<file path="src/rtl/vslide_issue.sv">
// vslide_issue: request sequencer for the streaming input of the vector slide unit.
// Accepts one vslide1up/vslide1down request, reads the source register group one
// 64-bit chunk per cycle and presents each chunk with start/end/byte-enable,
// SEW, direction and scalar sidebands, two cycles after the matching read.
// Optional feature macro: VSLIDE_ISSUE_INSERT_EN (adds req_insert, drives out_insert).
module vslide_issue #(
    parameter int REQ_DATA_WIDTH    = 64,
    parameter int SEW_WIDTH         = 2,
    parameter int REQ_BYTE_EN_WIDTH = 8,
    parameter int ADDR_WIDTH        = 10,
    parameter int VL_WIDTH          = 11
) (
    input  logic                         clk,
    input  logic                         rst_n,
    input  logic                         req_valid,
    output logic                         req_ready,
    input  logic [ADDR_WIDTH-1:0]        req_vs2_addr,
    input  logic [REQ_DATA_WIDTH-1:0]    req_scalar,
    input  logic [VL_WIDTH-1:0]          req_vl,
    input  logic [SEW_WIDTH-1:0]         req_sew,
    input  logic                         req_dir,
`ifdef VSLIDE_ISSUE_INSERT_EN
    input  logic                         req_insert,
`endif
    output logic                         rf_rd_en,
    output logic [ADDR_WIDTH-1:0]        rf_rd_addr,
    input  logic [REQ_DATA_WIDTH-1:0]    rf_rd_data,
    output logic                         out_valid,
    output logic                         out_start,
    output logic                         out_end,
    output logic                         out_opSel,
    output logic                         out_insert,
    output logic [SEW_WIDTH-1:0]         out_sew,
    output logic [REQ_DATA_WIDTH-1:0]    out_vec0,
    output logic [REQ_DATA_WIDTH-1:0]    out_vec1,
    output logic [REQ_BYTE_EN_WIDTH-1:0] out_be,
    output logic                         busy
);

    // Byte and chunk counts need three extra bits to hold vl << sew.
    localparam int CW = VL_WIDTH + 3;

    typedef enum logic [0:0] {
        IDLE = 1'b0,
        READ = 1'b1
    } state_t;

    state_t                       state_r;
    logic [CW-1:0]                cnt_r;
    logic [CW-1:0]                chunks_r;
    logic [REQ_BYTE_EN_WIDTH-1:0] last_be_r;
    logic [SEW_WIDTH-1:0]         sew_r;
    logic                         dir_r;
    logic [REQ_DATA_WIDTH-1:0]    scalar_r;
    logic                         insert_r;

    logic                         rd_en_r;
    logic [ADDR_WIDTH-1:0]        rd_addr_r;

    // Stage 1: sidebands of the chunk whose read is being issued.
    logic                         s1_valid_r;
    logic                         s1_start_r;
    logic                         s1_end_r;
    logic [REQ_BYTE_EN_WIDTH-1:0] s1_be_r;

    // Stage 2: sidebands aligned with rf_rd_data.
    logic                         s2_valid_r;
    logic                         s2_start_r;
    logic                         s2_end_r;
    logic [REQ_BYTE_EN_WIDTH-1:0] s2_be_r;

    logic                         out_valid_r;
    logic                         out_start_r;
    logic                         out_end_r;
    logic                         out_opsel_r;
    logic                         out_insert_r;
    logic [SEW_WIDTH-1:0]         out_sew_r;
    logic [REQ_DATA_WIDTH-1:0]    out_vec0_r;
    logic [REQ_DATA_WIDTH-1:0]    out_vec1_r;
    logic [REQ_BYTE_EN_WIDTH-1:0] out_be_r;

    logic [CW-1:0]                bytes_s;
    logic [CW-1:0]                chunks_s;
    logic [REQ_BYTE_EN_WIDTH-1:0] last_be_s;
    logic                         next_is_last_s;
    logic                         insert_in_s;

`ifdef VSLIDE_ISSUE_INSERT_EN
    assign insert_in_s = req_insert;
`else
    assign insert_in_s = 1'b0;
`endif

    // Request sizing: byte count, chunk count, partial byte enable of the last chunk.
    always_comb begin
        bytes_s        = CW'(req_vl) << req_sew;
        chunks_s       = (bytes_s + CW'(7)) >> 3;
        last_be_s      = '1;
        next_is_last_s = 1'b0;
        if (bytes_s[2:0] == 3'd0) begin
            last_be_s = '1;
        end else begin
            last_be_s = (REQ_BYTE_EN_WIDTH'(1) << bytes_s[2:0]) - REQ_BYTE_EN_WIDTH'(1);
        end
        if ((cnt_r + CW'(2)) == chunks_r) begin
            next_is_last_s = 1'b1;
        end else begin
            next_is_last_s = 1'b0;
        end
    end

    // Sequencer FSM: request capture, read issue and stage-1 sideband generation.
    always_ff @(posedge clk) begin
        if (!rst_n) begin
            state_r    <= IDLE;
            cnt_r      <= '0;
            chunks_r   <= '0;
            last_be_r  <= '0;
            sew_r      <= '0;
            dir_r      <= 1'b0;
            scalar_r   <= '0;
            insert_r   <= 1'b0;
            rd_en_r    <= 1'b0;
            rd_addr_r  <= '0;
            s1_valid_r <= 1'b0;
            s1_start_r <= 1'b0;
            s1_end_r   <= 1'b0;
            s1_be_r    <= '0;
        end else begin
            case (state_r)
                IDLE: begin
                    if (req_valid) begin
                        sew_r     <= req_sew;
                        dir_r     <= req_dir;
                        scalar_r  <= req_scalar;
                        insert_r  <= insert_in_s;
                        chunks_r  <= chunks_s;
                        last_be_r <= last_be_s;
                    end
                    // A zero-length request is consumed without issuing anything.
                    if (req_valid && (req_vl != '0)) begin
                        state_r    <= READ;
                        cnt_r      <= '0;
                        rd_en_r    <= 1'b1;
                        rd_addr_r  <= req_vs2_addr;
                        s1_valid_r <= 1'b1;
                        s1_start_r <= 1'b1;
                        s1_end_r   <= (chunks_s == CW'(1));
                        s1_be_r    <= (chunks_s == CW'(1)) ? last_be_s : '1;
                    end else begin
                        rd_en_r    <= 1'b0;
                        rd_addr_r  <= '0;
                        s1_valid_r <= 1'b0;
                        s1_start_r <= 1'b0;
                        s1_end_r   <= 1'b0;
                        s1_be_r    <= '0;
                    end
                end
                READ: begin
                    if (cnt_r == (chunks_r - CW'(1))) begin
                        state_r    <= IDLE;
                        rd_en_r    <= 1'b0;
                        rd_addr_r  <= '0;
                        s1_valid_r <= 1'b0;
                        s1_start_r <= 1'b0;
                        s1_end_r   <= 1'b0;
                        s1_be_r    <= '0;
                    end else begin
                        cnt_r      <= cnt_r + CW'(1);
                        rd_en_r    <= 1'b1;
                        // Address wraps naturally at the register-file boundary.
                        rd_addr_r  <= rd_addr_r + ADDR_WIDTH'(1);
                        s1_valid_r <= 1'b1;
                        s1_start_r <= 1'b0;
                        s1_end_r   <= next_is_last_s;
                        s1_be_r    <= next_is_last_s ? last_be_r : '1;
                    end
                end
                default: begin
                    state_r    <= IDLE;
                    rd_en_r    <= 1'b0;
                    rd_addr_r  <= '0;
                    s1_valid_r <= 1'b0;
                    s1_start_r <= 1'b0;
                    s1_end_r   <= 1'b0;
                    s1_be_r    <= '0;
                end
            endcase
        end
    end

    // Output pipeline: align sidebands with read data, then register the chunk.
    // The captured request fields are safe to use here: a new request can only be
    // captured on the same edge that loads the previous stream's last chunk.
    always_ff @(posedge clk) begin
        if (!rst_n) begin
            s2_valid_r   <= 1'b0;
            s2_start_r   <= 1'b0;
            s2_end_r     <= 1'b0;
            s2_be_r      <= '0;
            out_valid_r  <= 1'b0;
            out_start_r  <= 1'b0;
            out_end_r    <= 1'b0;
            out_opsel_r  <= 1'b0;
            out_insert_r <= 1'b0;
            out_sew_r    <= '0;
            out_vec0_r   <= '0;
            out_vec1_r   <= '0;
            out_be_r     <= '0;
        end else begin
            s2_valid_r <= s1_valid_r;
            s2_start_r <= s1_start_r;
            s2_end_r   <= s1_end_r;
            s2_be_r    <= s1_be_r;
            if (s2_valid_r) begin
                out_valid_r  <= 1'b1;
                out_start_r  <= s2_start_r;
                out_end_r    <= s2_end_r;
                out_opsel_r  <= dir_r;
                out_insert_r <= insert_r;
                out_sew_r    <= sew_r;
                out_vec0_r   <= rf_rd_data;
                out_vec1_r   <= scalar_r;
                out_be_r     <= s2_be_r;
            end else begin
                out_valid_r  <= 1'b0;
                out_start_r  <= 1'b0;
                out_end_r    <= 1'b0;
                out_opsel_r  <= 1'b0;
                out_insert_r <= 1'b0;
                out_sew_r    <= '0;
                out_vec0_r   <= '0;
                out_vec1_r   <= '0;
                out_be_r     <= '0;
            end
        end
    end

    assign req_ready  = (state_r == IDLE);
    assign rf_rd_en   = rd_en_r;
    assign rf_rd_addr = rd_addr_r;
    assign out_valid  = out_valid_r;
    assign out_start  = out_start_r;
    assign out_end    = out_end_r;
    assign out_opSel  = out_opsel_r;
    assign out_insert = out_insert_r;
    assign out_sew    = out_sew_r;
    assign out_vec0   = out_vec0_r;
    assign out_vec1   = out_vec1_r;
    assign out_be     = out_be_r;
    assign busy       = (state_r != IDLE) | s1_valid_r | s2_valid_r | out_valid_r;

endmodule

</file>
<file path="config.mk">
export PLATFORM = sky130hd
export DESIGN_NAME = vslide_issue
export DESIGN_NICKNAME = d
export VERILOG_FILES = /design/src/rtl/vslide_issue.sv
export SDC_FILE = /design/constraint.sdc
export NUM_CORES = 1
export LEC_CHECK = 0
export BUFFER_PORTS_ARGS = -buffer_cell sky130_fd_sc_hd__buf_2
export CAP_MARGIN = 30
export CORE_MARGIN = 3
export CORE_UTILIZATION = 35
export CTS_CLUSTER_SIZE = 28
export DETAILED_ROUTE_END_ITERATION = 8
export HOLD_SLACK_MARGIN = 0.03
export PLACE_DENSITY = 0.7
export SYNTH_ARGS = -nofsm -noshare
export SYNTH_HDL_FRONTEND = slang
export SYNTH_SLANG_ARGS = --single-unit
</file>
<file path="constraint.sdc">
create_clock -name clk -period 2.7 [get_ports clk]
set_clock_uncertainty 0.05 [all_clocks]
set_input_delay 0.81 -clock clk [delete_from_list [all_inputs] [get_ports clk]]
set_output_delay 0.81 -clock clk [all_outputs]
set_load 0.01 [all_outputs]
</file>
==> results of run 1 <==
## logic make-up after synthesis
kind of cell,Yosys count,share of synthesized area
multiplexers,19,0.02359
adder cells (fa/ha/maj),7,0.008736
AND/OR/NAND/NOR,475,0.2431
XOR/XNOR,34,0.02970
flip-flops,274,0.5472
AO/OA/AOI/OAI,180,0.1065
other,1,0.0003741
buffers and inverters,101,0.04081
## area by class of cell
type	instances	area, um^2
Fill cell	2704	14630
Inverter	14	52.55
Clock inverter	13	126.4
Timing Repair Buffer	379	2143
Tap cell	378	473.0
Multi-Input combinational cell	716	4225
Sequential cell	274	5489
Clock buffer	41	872.1
## report_power, final
group	switching (uW)	internal [uW]
Clock	1640	2360
Sequential	86.1	4220
Combinational	612	477
## metrics by stage
| stage | setup slack [ns] | hold slack, ns |
|---|---|---|
| finish | 0.04849 | 0.3798 |
| global route | -0.03752 | 0.4087 |
| CTS | 0.01183 | 0.3804 |
| detailed placement | -0.1231 | 0.3669 |
| global placement | -0.02137 | 0.3684 |
| floorplan | 0.02087 | 0.3619 |
## cell usage after synthesis, types with 4 or more instances
| library cell | instances |
|---|---|
| buf_2 | 5 |
| nand4_1 | 8 |
| xnor2_1 | 22 |
| nor4_1 | 9 |
| dfxtp_1 | 274 |
| mux2i_1 | 9 |
| or3_1 | 7 |
| nor3_1 | 25 |
| nand3_1 | 18 |
| o21a_1 | 4 |
| buf_1 | 7 |
| o22ai_1 | 4 |
| xor2_1 | 12 |
| and3_1 | 143 |
| a21oi_1 | 89 |
| mux2_2 | 7 |
| o31ai_1 | 4 |
| or4_1 | 6 |
| nand2_1 | 181 |
| nand2b_1 | 10 |
| inv_1 | 12 |
| a21o_1 | 5 |
| o21ai_0 | 34 |
| and2_1 | 13 |
| ha_1 | 7 |
| nor2_1 | 36 |
| a31oi_1 | 4 |
| a211oi_1 | 7 |
| nor2b_1 | 4 |
| clkbuf_1 | 70 |
| o211ai_1 | 6 |
## flip-flops by register name (all words and copies together) (netlist names), 10 cells and up
signal	count
out_vec0	64
chunks_r	11
cnt_r	14
rf_rd_addr	10
scalar_r	64
out_vec1	64
## worst paths after layout
check,endpoint,start
setup / recovery,cnt_r[13],chunks_r[1]
hold / removal,s2_start_r,s1_start_r
setup reg to reg,cnt_r[13],chunks_r[1]
hold reg to reg,s2_start_r,s1_start_r
## metal layers
layer	vias to the layer above	part of all wire	wire length, um
met3	63	0.064	1785
met2	288	0.47	13170
met4	0	0.029	806
met1	4111	0.44	12160
li1	4408	-	-
met5	-	0	0
## repair_timing
item	CTS	global route
endpoints found under the hold margin	0	0
pin swaps	3	10
gates resized for setup	4	20
endpoints found under the setup margin	28	34
setup buffers	1	3
## worst register-to-register path, cell delays in order (launching register included)
cell and delay [ns]:
dfxtp_1 0.31, buf_4 0.15, or4_4 0.53, or4_4 0.51, a21oi_4 0.18, o22ai_4 0.11, o31ai_4 0.25, buf_6 0.16
nor2_2 0.04, a211o_1 0.25
==> results.txt, run 1 <==
Area leader, netlist - dfxtp_1
Cells after Synth - 1,091
GR Util met1 - 0.2163
PD cells - 702.0 nW/um^2
I/O pin cnt - 311
Final period utilization - 0.9820
Hold depth - 1
Top Usage Layer GRT - met2
Critical Path Max Stage Delay - 0.53 ns
Pleak - 0.006482 uW
Clk slew on worst S/H paths - 0.06 ns
Root Buffer - clkbuf_16
Max Freq - 0.3771 GHz
CTS tree - yes
Main flop type after synthesis - dfxtp_1
Critical-path top delay cell - or4_4
Final cell area excluding filler cells - 13,380 um^2
CP Data Arrival Time - 3.03 ns
Syn nets - 1,253
Final hold vios - 0
Buf/Inv on CP - 2
Number of global-route vias before repair - 8,479
Most frequent cells in the layout - buf_2 (308), dfxtp_1 (273), nand2_1 (180), and3_1 (143), a21oi_1 (87)
Req. time, crit path - 3.08 ns
WL per Instance - 15.39 um
Flop2flop setup slack - 0.05 ns
Fin nets - 1,577
Die Y - 175.2 um
Congestion Overflow GR - 0
Max cap viols - 0
Final min period - 2.652 ns
Initial antenna violation count - 0
Met3 Use GR - 0.03173
Area share of the largest cell type after synthesis - 0.5472
R2R cell count - 9
Final ANT Viol Nets - 0
GR Util All Layers - 0.1703
Area grow syn2layout - 33.49%
Core area - 28,010 um^2
Die W - 175.2 um
Setup TNS - 0 ns
Clk sinks - 274
Dpl cell area - 12,250 um^2
Max-Slew Margin vs Limit - 0.4557
ANT cells - 0
Pins Over Slew Limit - 0
Top cells by area, synth - dfxtp_1 (55%), and3_1 (8.9%), nand2_1 (6.8%)
Die Footprint - 30,710 um^2
Max H-tree Level - 1
Post-synth cell types - 62
CTS hold repair buffers - 0
Clock Path Buffers - 3
DR pass1 iterations - 5
Initial Util - 0.3579
Critical Path, Cell by Cell - buf_4 > or4_4 > or4_4 > a21oi_4 > o22ai_4 > o31ai_4 > buf_6 > nor2_2 > a211o_1
Family with the most delay on the worst path - simple AND/OR/NAND/NOR gates
Largest net degree at the start of global routing - 143
CP Capture Type - register
DR DRC count - 0
Maximum fanout along the worst path - 6
RSZ-0062 raised after global routing - true
Sequential area share after synthesis - 0.5472
Total power - 9394 uW
Drt total wl - 27,930 um
Average instance area after synthesis - 9.188 um^2
Cell area after synthesis - 10,020 um^2
Max VDD drop - 506.9 uV
CP Class - reg2reg
RD Place Congestion - 0.8604
Most used cell along the critical path - or4_4
Worst min path class - reg2reg
EDFF count, synth - 0
FP Rows - 61
Final cell utilization of the core - 0.4777
Run status - finished clean
Dpl cells - 1,757
Hpwl dp - 19,050 um
Clk_lat worst skew - 0.55 ns
Setup Viol. Count Final - 0
Crit start category - register
DR vias - 8,870
CP Depth - 9
Vias per Instance - 4.887
Post-synth ARST share - 0
Global-route wire length before repair - 43,540 um
Fin cells - 1,815
Detailed Route Iter0 Violations - 451
Most common cell after layout, fill and taps aside - buf_2
Yosys warning count - 0
Actual slew at the worst max-slew pin - 0.8164 ns
Count of input and output buffers - 309
Cts bufs inserted - 30
#FFs+latches synth - 274
Layout cell share with drive strength beyond 1 - 0.3236
Global routing usage on met2 - 0.2906
No activity file was read; power rests on OpenSTA's default activity.
==> run 2, diff against run 1 <==
--- a/config.mk
+++ b/config.mk
@@ -7,7 +7,7 @@
 export LEC_CHECK = 0
 export BUFFER_PORTS_ARGS = -buffer_cell sky130_fd_sc_hd__buf_2
 export CAP_MARGIN = 30
-export CORE_MARGIN = 3
+export CORE_ASPECT_RATIO = 1.25
 export CORE_UTILIZATION = 35
 export CTS_CLUSTER_SIZE = 28
 export DETAILED_ROUTE_END_ITERATION = 8
==> results.txt, run 2 (synthesis gave the netlist of run 1 again) <==
RSZ-0062 raised after global routing - true
Clock Path Buffers - 3 (unchanged)
Hold wc startpoint - s1_start_r
Crit start category - register
R2R cell count - 9 (unchanged)
Initial antenna violation count - 2 (+2)
Core area - 27,910 um^2 (-0.37%)
Hpwl dp - 20,520 um (+7.7%)
Clk slew on worst S/H paths - 0.07 ns (about the same)
WHS Endpoint - s2_start_r
Family with the most delay on the worst path - simple AND/OR/NAND/NOR gates
Most frequent cells in the layout - buf_2 (308), dfxtp_1 (271), nand2_1 (180), and3_1 (143), a21oi_1 (88)
GR Util All Layers - 0.1902 (+0.01990)
Max cap viols - 0 (unchanged)
Hold depth - 1 (unchanged)
Cts bufs inserted - 28 (-6.7%)
Worst min path class - reg2reg
CTS hold repair buffers - 0 (unchanged)
Vias per Instance - 5.053 (+3.4%)
Dpl cells - 1,735 (-1.3%)
Final ANT Viol Nets - 0 (unchanged)
Count of input and output buffers - 309 (unchanged)
Failing checks - negative setup slack
PD cells - 707.0 nW/um^2 (+0.70%)
Layout cell share with drive strength beyond 1 - 0.3301 (+0.006500)
CP Capture Type - register
Run status - finished, violations left
Clk sinks - 274 (unchanged)
Fin nets - 1,581 (+0.25%)
Die Footprint - 29,330 um^2 (-4.5%)
DR vias - 9,050 (+2.0%)
DR DRC count - 0 (unchanged)
CP Data Arrival Time - 3.10 ns (+0.07 ns)
Most used cell along the critical path - or4_4
RD Place Congestion - 0.8795 (+2.2%)
Buf/Inv on CP - 3 (+1)
Fin cells - 1,791 (-1.3%)
Flop2flop setup slack - -0.007 ns (-0.06 ns)
Maximum fanout along the worst path - 7 (+1)
CTS tree - yes
Critical Path, Cell by Cell - buf_6 > or4_4 > or4_4 > a21oi_4 > o22ai_4 > o31ai_4 > buf_12 > clkbuf_16 > o21ai_1
Most common cell after layout, fill and taps aside - buf_2
Global-route wire length before repair - 44,820 um (+2.9%)
Final worst slack - -0.006875 ns (-0.05536 ns)
Max-Slew Margin vs Limit - 0.5504 (+0.09470)
FP Rows - 68 (+11%)
WL per Instance - 16.30 um (+5.9%)
Detailed Route Iter0 Violations - 523 (+16%)
Clk_lat worst skew - 0.55 ns (about the same)
CP Class - reg2reg
Initial Util - 0.3592 (+0.001332)
Setup Viol. Count Final - 3 (+3)
Critical Path Max Stage Delay - 0.56 ns (+0.03 ns)
Area grow syn2layout - 34.47%
Congestion Overflow GR - 0 (unchanged)
RR Startpoint - chunks_r[1]
Final min period - 2.707 ns (+0.05536 ns)
I/O pin cnt - 311 (unchanged)
Die Y - 191.2 um (+9.1%)
Largest net degree at the start of global routing - 96 (-33%)
Filler cell count - 2,632 (-2.7%)
Final cell area excluding filler cells - 13,480 um^2 (+0.74%)
Dpl cell area - 12,310 um^2 (+0.49%)
Number of global-route vias before repair - 8,673 (+2.3%)
Root Buffer - clkbuf_16
Req. time, crit path - 3.09 ns (about the same)
DR pass1 iterations - 5 (unchanged)
Final period utilization - 1.003 (+0.02050)
Drt total wl - 29,190 um (+4.5%)
Critical-path top delay cell - or4_4
Actual slew at the worst max-slew pin - 0.6743 ns (-0.1421 ns)
Max VDD drop - 384.2 uV (-24%)
Pins Over Slew Limit - 0 (unchanged)
Max Freq - 0.3694 GHz (-2.0%)
Pleak - 0.006546 uW (+0.99%)
Final hold vios - 0 (unchanged)
Die W - 153.4 um (-12%)
RR Endpoint - rf_rd_addr[0]
Max H-tree Level - 1 (unchanged)
[run 2: cell count changes in the layout (fill, tap and decap cells not counted), sizes merged]
cell	delta
clkbuf	-7
bufinv	+4
clkinvlp	-2
clkinv	+1
buf	+5
inv	+1
diode	+2
[run 2: worst register-to-register path, stage by stage, from the launching register on]
cell       delay, ns
dfxtp_2         0.32
buf_6           0.12
or4_4           0.54
or4_4           0.56
a21oi_4         0.16
o22ai_4         0.11
o31ai_4         0.37
buf_12          0.18
clkbuf_16       0.15
o21ai_1         0.06
[run 2: layout make-up]
type | instances | area, um^2 | share of cell area
flip-flops and latches | 274 | 5492 | 0.4074
clock buffers | 33 | 739.5 | 0.05485
clock inverters | 17 | 241.5 | 0.01791
well taps | 350 | 437.9 | 0.03249
multi-input cells | 716 | 4257 | 0.3158
inverters | 14 | 52.55 | 0.003898
diodes | 2 | 5.005 | 0.0003713
repair buffers | 385 | 2256 | 0.1673
[run 2: where the power goes]
group          leakage, uW  internal (uW)  total [uW]  switching, uW
clock             0.000483           2450        4070           1620
combinational      0.00383            509        1150            645
sequential         0.00223           4210        4310           94.5
[run 2: repair_timing]
action	4_1_cts	5_1_grt
cloned	0	1
resized for setup	7	40
pin swaps	4	19
buffers inserted	1	2
endpoints found under the setup margin	20	34
[run 2: metrics by stage]
| stage | hold WS, ns | util | setup WS [ns] | total power, uW | TNS, ns |
|---|---|---|---|---|---|
| final | 0.3837 | 0.4831 | -0.006875 | 9530 | -0.007239 |
| after global placement | 0.3639 | 0.4411 | -0.02762 | 5465 | -0.04037 |
| after CTS | 0.3858 | 0.4776 | 0.00001565 | 9585 | 0 |
| after detailed placement | 0.3703 | 0.4411 | -0.08085 | 5486 | -1.071 |
| after global routing | 0.3964 | 0.4831 | -0.03264 | 9920 | -0.2631 |
| after floorplan | 0.3619 | - | 0.02087 | 4986 | 0 |
[run 2: worst max path at each step]
stage / from / to / slack (ns) / cells past startpoint
2_1_floorplan: chunks_r[0] / cnt_r[13] / 0.02 / 10
3_3_place_gp: chunks_r[0] / cnt_r[0] / -0.03 / 11
3_5_place_dp: chunks_r[0] / cnt_r[0] / -0.08 / 11
4_1_cts: s1_valid_r / busy / 0.00002 / 3
5_1_grt: chunks_r[1] / s1_be_r[1] / -0.03 / 9
6_report: chunks_r[1] / rf_rd_addr[0] / -0.007 / 9
[run 2: layer usage]
| layer | wire length, um | GRT usage |
|---|---|---|
| met4 | 830 | 0.07231 |
| met2 | 15050 | 0.3474 |
| met3 | 1708 | 0.02788 |
| met1 | 11600 | 0.2241 |
| met5 | 0 | 0 |
==> run 3, diff against run 2 <==
--- a/config.mk
+++ b/config.mk
@@ -7,12 +7,14 @@
 export LEC_CHECK = 0
 export BUFFER_PORTS_ARGS = -buffer_cell sky130_fd_sc_hd__buf_2
 export CAP_MARGIN = 30
+export CELL_PAD_IN_SITES_DETAIL_PLACEMENT = 2
+export CELL_PAD_IN_SITES_GLOBAL_PLACEMENT = 2
 export CORE_ASPECT_RATIO = 1.25
-export CORE_UTILIZATION = 35
+export CORE_UTILIZATION = 27
 export CTS_CLUSTER_SIZE = 28
 export DETAILED_ROUTE_END_ITERATION = 8
 export HOLD_SLACK_MARGIN = 0.03
-export PLACE_DENSITY = 0.7
+export PLACE_DENSITY = 0.86
 export SYNTH_ARGS = -nofsm -noshare
 export SYNTH_HDL_FRONTEND = slang
 export SYNTH_SLANG_ARGS = --single-unit
==> results.txt, run 3 (synthesis gave the netlist of run 1 again) <==
Run status - finished, violations left
Failing checks - negative setup slack
Number of global-route vias before repair - 10.51k (+21%)
Clock Path Buffers - 3 (unchanged)
Initial Util - 0.2754 (-0.08383)
Dpl ws - -0.2332 ns (-0.1524 ns)
Fin nets - 1,584 (+0.19%)
Most frequent cells in the layout - buf_2 (308), dfxtp_1 (268), nand2_1 (179), and3_1 (143), a21oi_1 (85)
Cts bufs inserted - 29 (+3.6%)
Total power - 9698 uW (+1.8%)
CTS tree - yes
Root Buffer - clkbuf_16
Max-Slew Margin vs Limit - 0.4791 (-0.07131)
Actual slew at the worst max-slew pin - 0.7813 ns (+0.1070 ns)
Vias per Instance - 4.888 (-3.3%)
Maximum fanout along the worst path - 3 (-4)
RR Startpoint - chunks_r[1]
Die Footprint - 37,910 um^2 (+29%)
Congestion Overflow GR - 0 (unchanged)
Count of input and output buffers - 309 (unchanged)
Clk slew on worst S/H paths - 0.07 ns (about the same)
Final worst slack - -0.1622 ns (-0.1553 ns)
Max cap viols - 0 (unchanged)
Max VDD drop - 392.5 uV (+2.2%)
Filler cell count - 3,959 (+50%)
Pleak - 0.006594 uW (+0.73%)
Initial antenna violation count - 5 (+3)
Layout cell share with drive strength beyond 1 - 0.3509 (+0.02081)
Max Freq - 0.3494 GHz (-5.4%)
Crit start category - register
DR vias - 9,420 (+4.1%)
Max H-tree Level - 1 (unchanged)
Final ANT Viol Nets - 0 (unchanged)
FP Rows - 78 (+15%)
CP Class - reg2reg
DR pass1 iterations - 4 (-1)
Die W - 174.3 um (+14%)
GR Util All Layers - 0.2017 (+0.01148)
Area grow syn2layout - 38.22%
PD cells - 699.9 nW/um^2 (-0.99%)
R2R cell count - 7 (-2)
Largest net degree at the start of global routing - 163 (+70%)
CP Data Arrival Time - 3.23 ns (+0.13 ns)
RSZ-0062 raised after global routing - true
I/O pin cnt - 311 (unchanged)
Clk sinks - 274 (unchanged)
Core area - 36,400 um^2 (+30%)
Hold Slack - 0.3875 ns (+0.003818 ns)
CP Capture Type - register
Final hold vios - 0 (unchanged)
WL per Instance - 20.90 um (+28%)
Hpwl dp - 26,780 um (+31%)
Pins Over Slew Limit - 0 (unchanged)
Global-route wire length before repair - 60,260 um (+34%)
Clk_lat worst skew - 0.56 ns (about the same)
Final min period - 2.862 ns (+0.1553 ns)
Setup TNS - -1.530 ns (-1.523 ns)
CP Launch Point - chunks_r[1]
Most common cell after layout, fill and taps aside - buf_2
Final period utilization - 1.060 (+0.05753)
Hold depth - 1 (unchanged)
Drt total wl - 40,280 um (+38%)
Hold wc startpoint - s1_end_r
Setup Viol. Count Final - 32 (+29)
DR DRC count - 0 (unchanged)
Req. time, crit path - 3.07 ns (-0.02 ns)
RD Place Congestion - 0.8380 (-4.7%)
Detailed Route Iter0 Violations - 407 (-22%)
Worst min path class - reg2reg
Die Y - 217.4 um (+14%)
## run 3: final cells by class
class,count,area (um^2),share of cell area
Clock buffer,39,843.3,0.06086
Timing Repair Buffer,387,2280,0.1645
Antenna cell,5,12.51,0.0009030
Sequential cell,274,5500,0.3970
Clock inverter,12,128.9,0.009301
Tap cell,480,600.6,0.04334
Inverter,14,55.05,0.003973
Multi-Input combinational cell,716,4436,0.3201
## run 3: path summary, 6_finish.rpt
path / to / slack [ns]
setup reg to reg: cnt_r[2] / -0.16
hold reg to reg: s2_end_r / 0.39
hold / removal: s2_end_r / 0.39
setup / recovery: cnt_r[2] / -0.16
## run 3: timing repair
| action | 4_1_cts | 5_1_grt |
|---|---|---|
| hold endpoints to repair | 0 | 0 |
| pin swaps | 9 | 25 |
| resized for setup | 30 | 60 |
| hold buffers | 0 | 0 |
| gates cloned | 1 | 0 |
| setup buffers | 5 | 2 |
| setup endpoints to repair | 34 | 34 |
## run 3: report_power, final
group | leakage [uW] | internal (uW) | switching (uW) | total, uW
Clock | 0.000475 | 2380 | 1690 | 4070
Sequential | 0.00224 | 4210 | 105 | 4320
Combinational | 0.00388 | 534 | 776 | 1310
Total | 0.00659 | 7120 | 2570 | 9700
## run 3: stage by stage
step	cells	cell area (um^2)	utilization
after detailed placement	1864	12460	0.3424
after CTS	1921	13580	0.3732
after floorplan	1091	10020	-
after global routing	1927	13860	0.3806
final	1927	13860	0.3806
after global placement	1864	12460	0.3424
## run 3: metal layers
metal / vias to the layer above / GRT usage / part of all wire
li1: 4419 / - / -
met1: 4639 / 0.2211 / 0.38
met5: - / 0 / 0
met4: 0 / 0.09211 / 0.035
met2: 267 / 0.3815 / 0.54
met3: 95 / 0.02667 / 0.043
## run 3: worst max-delay path, stage by stage (launching register included)
cell	delay [ns]
dfxtp_4	0.37
or4_4	0.53
or4_4	0.56
a21oi_4	0.18
o22ai_4	0.14
o311ai_0	0.56
xor2_1	0.23
nor2_1	0.10
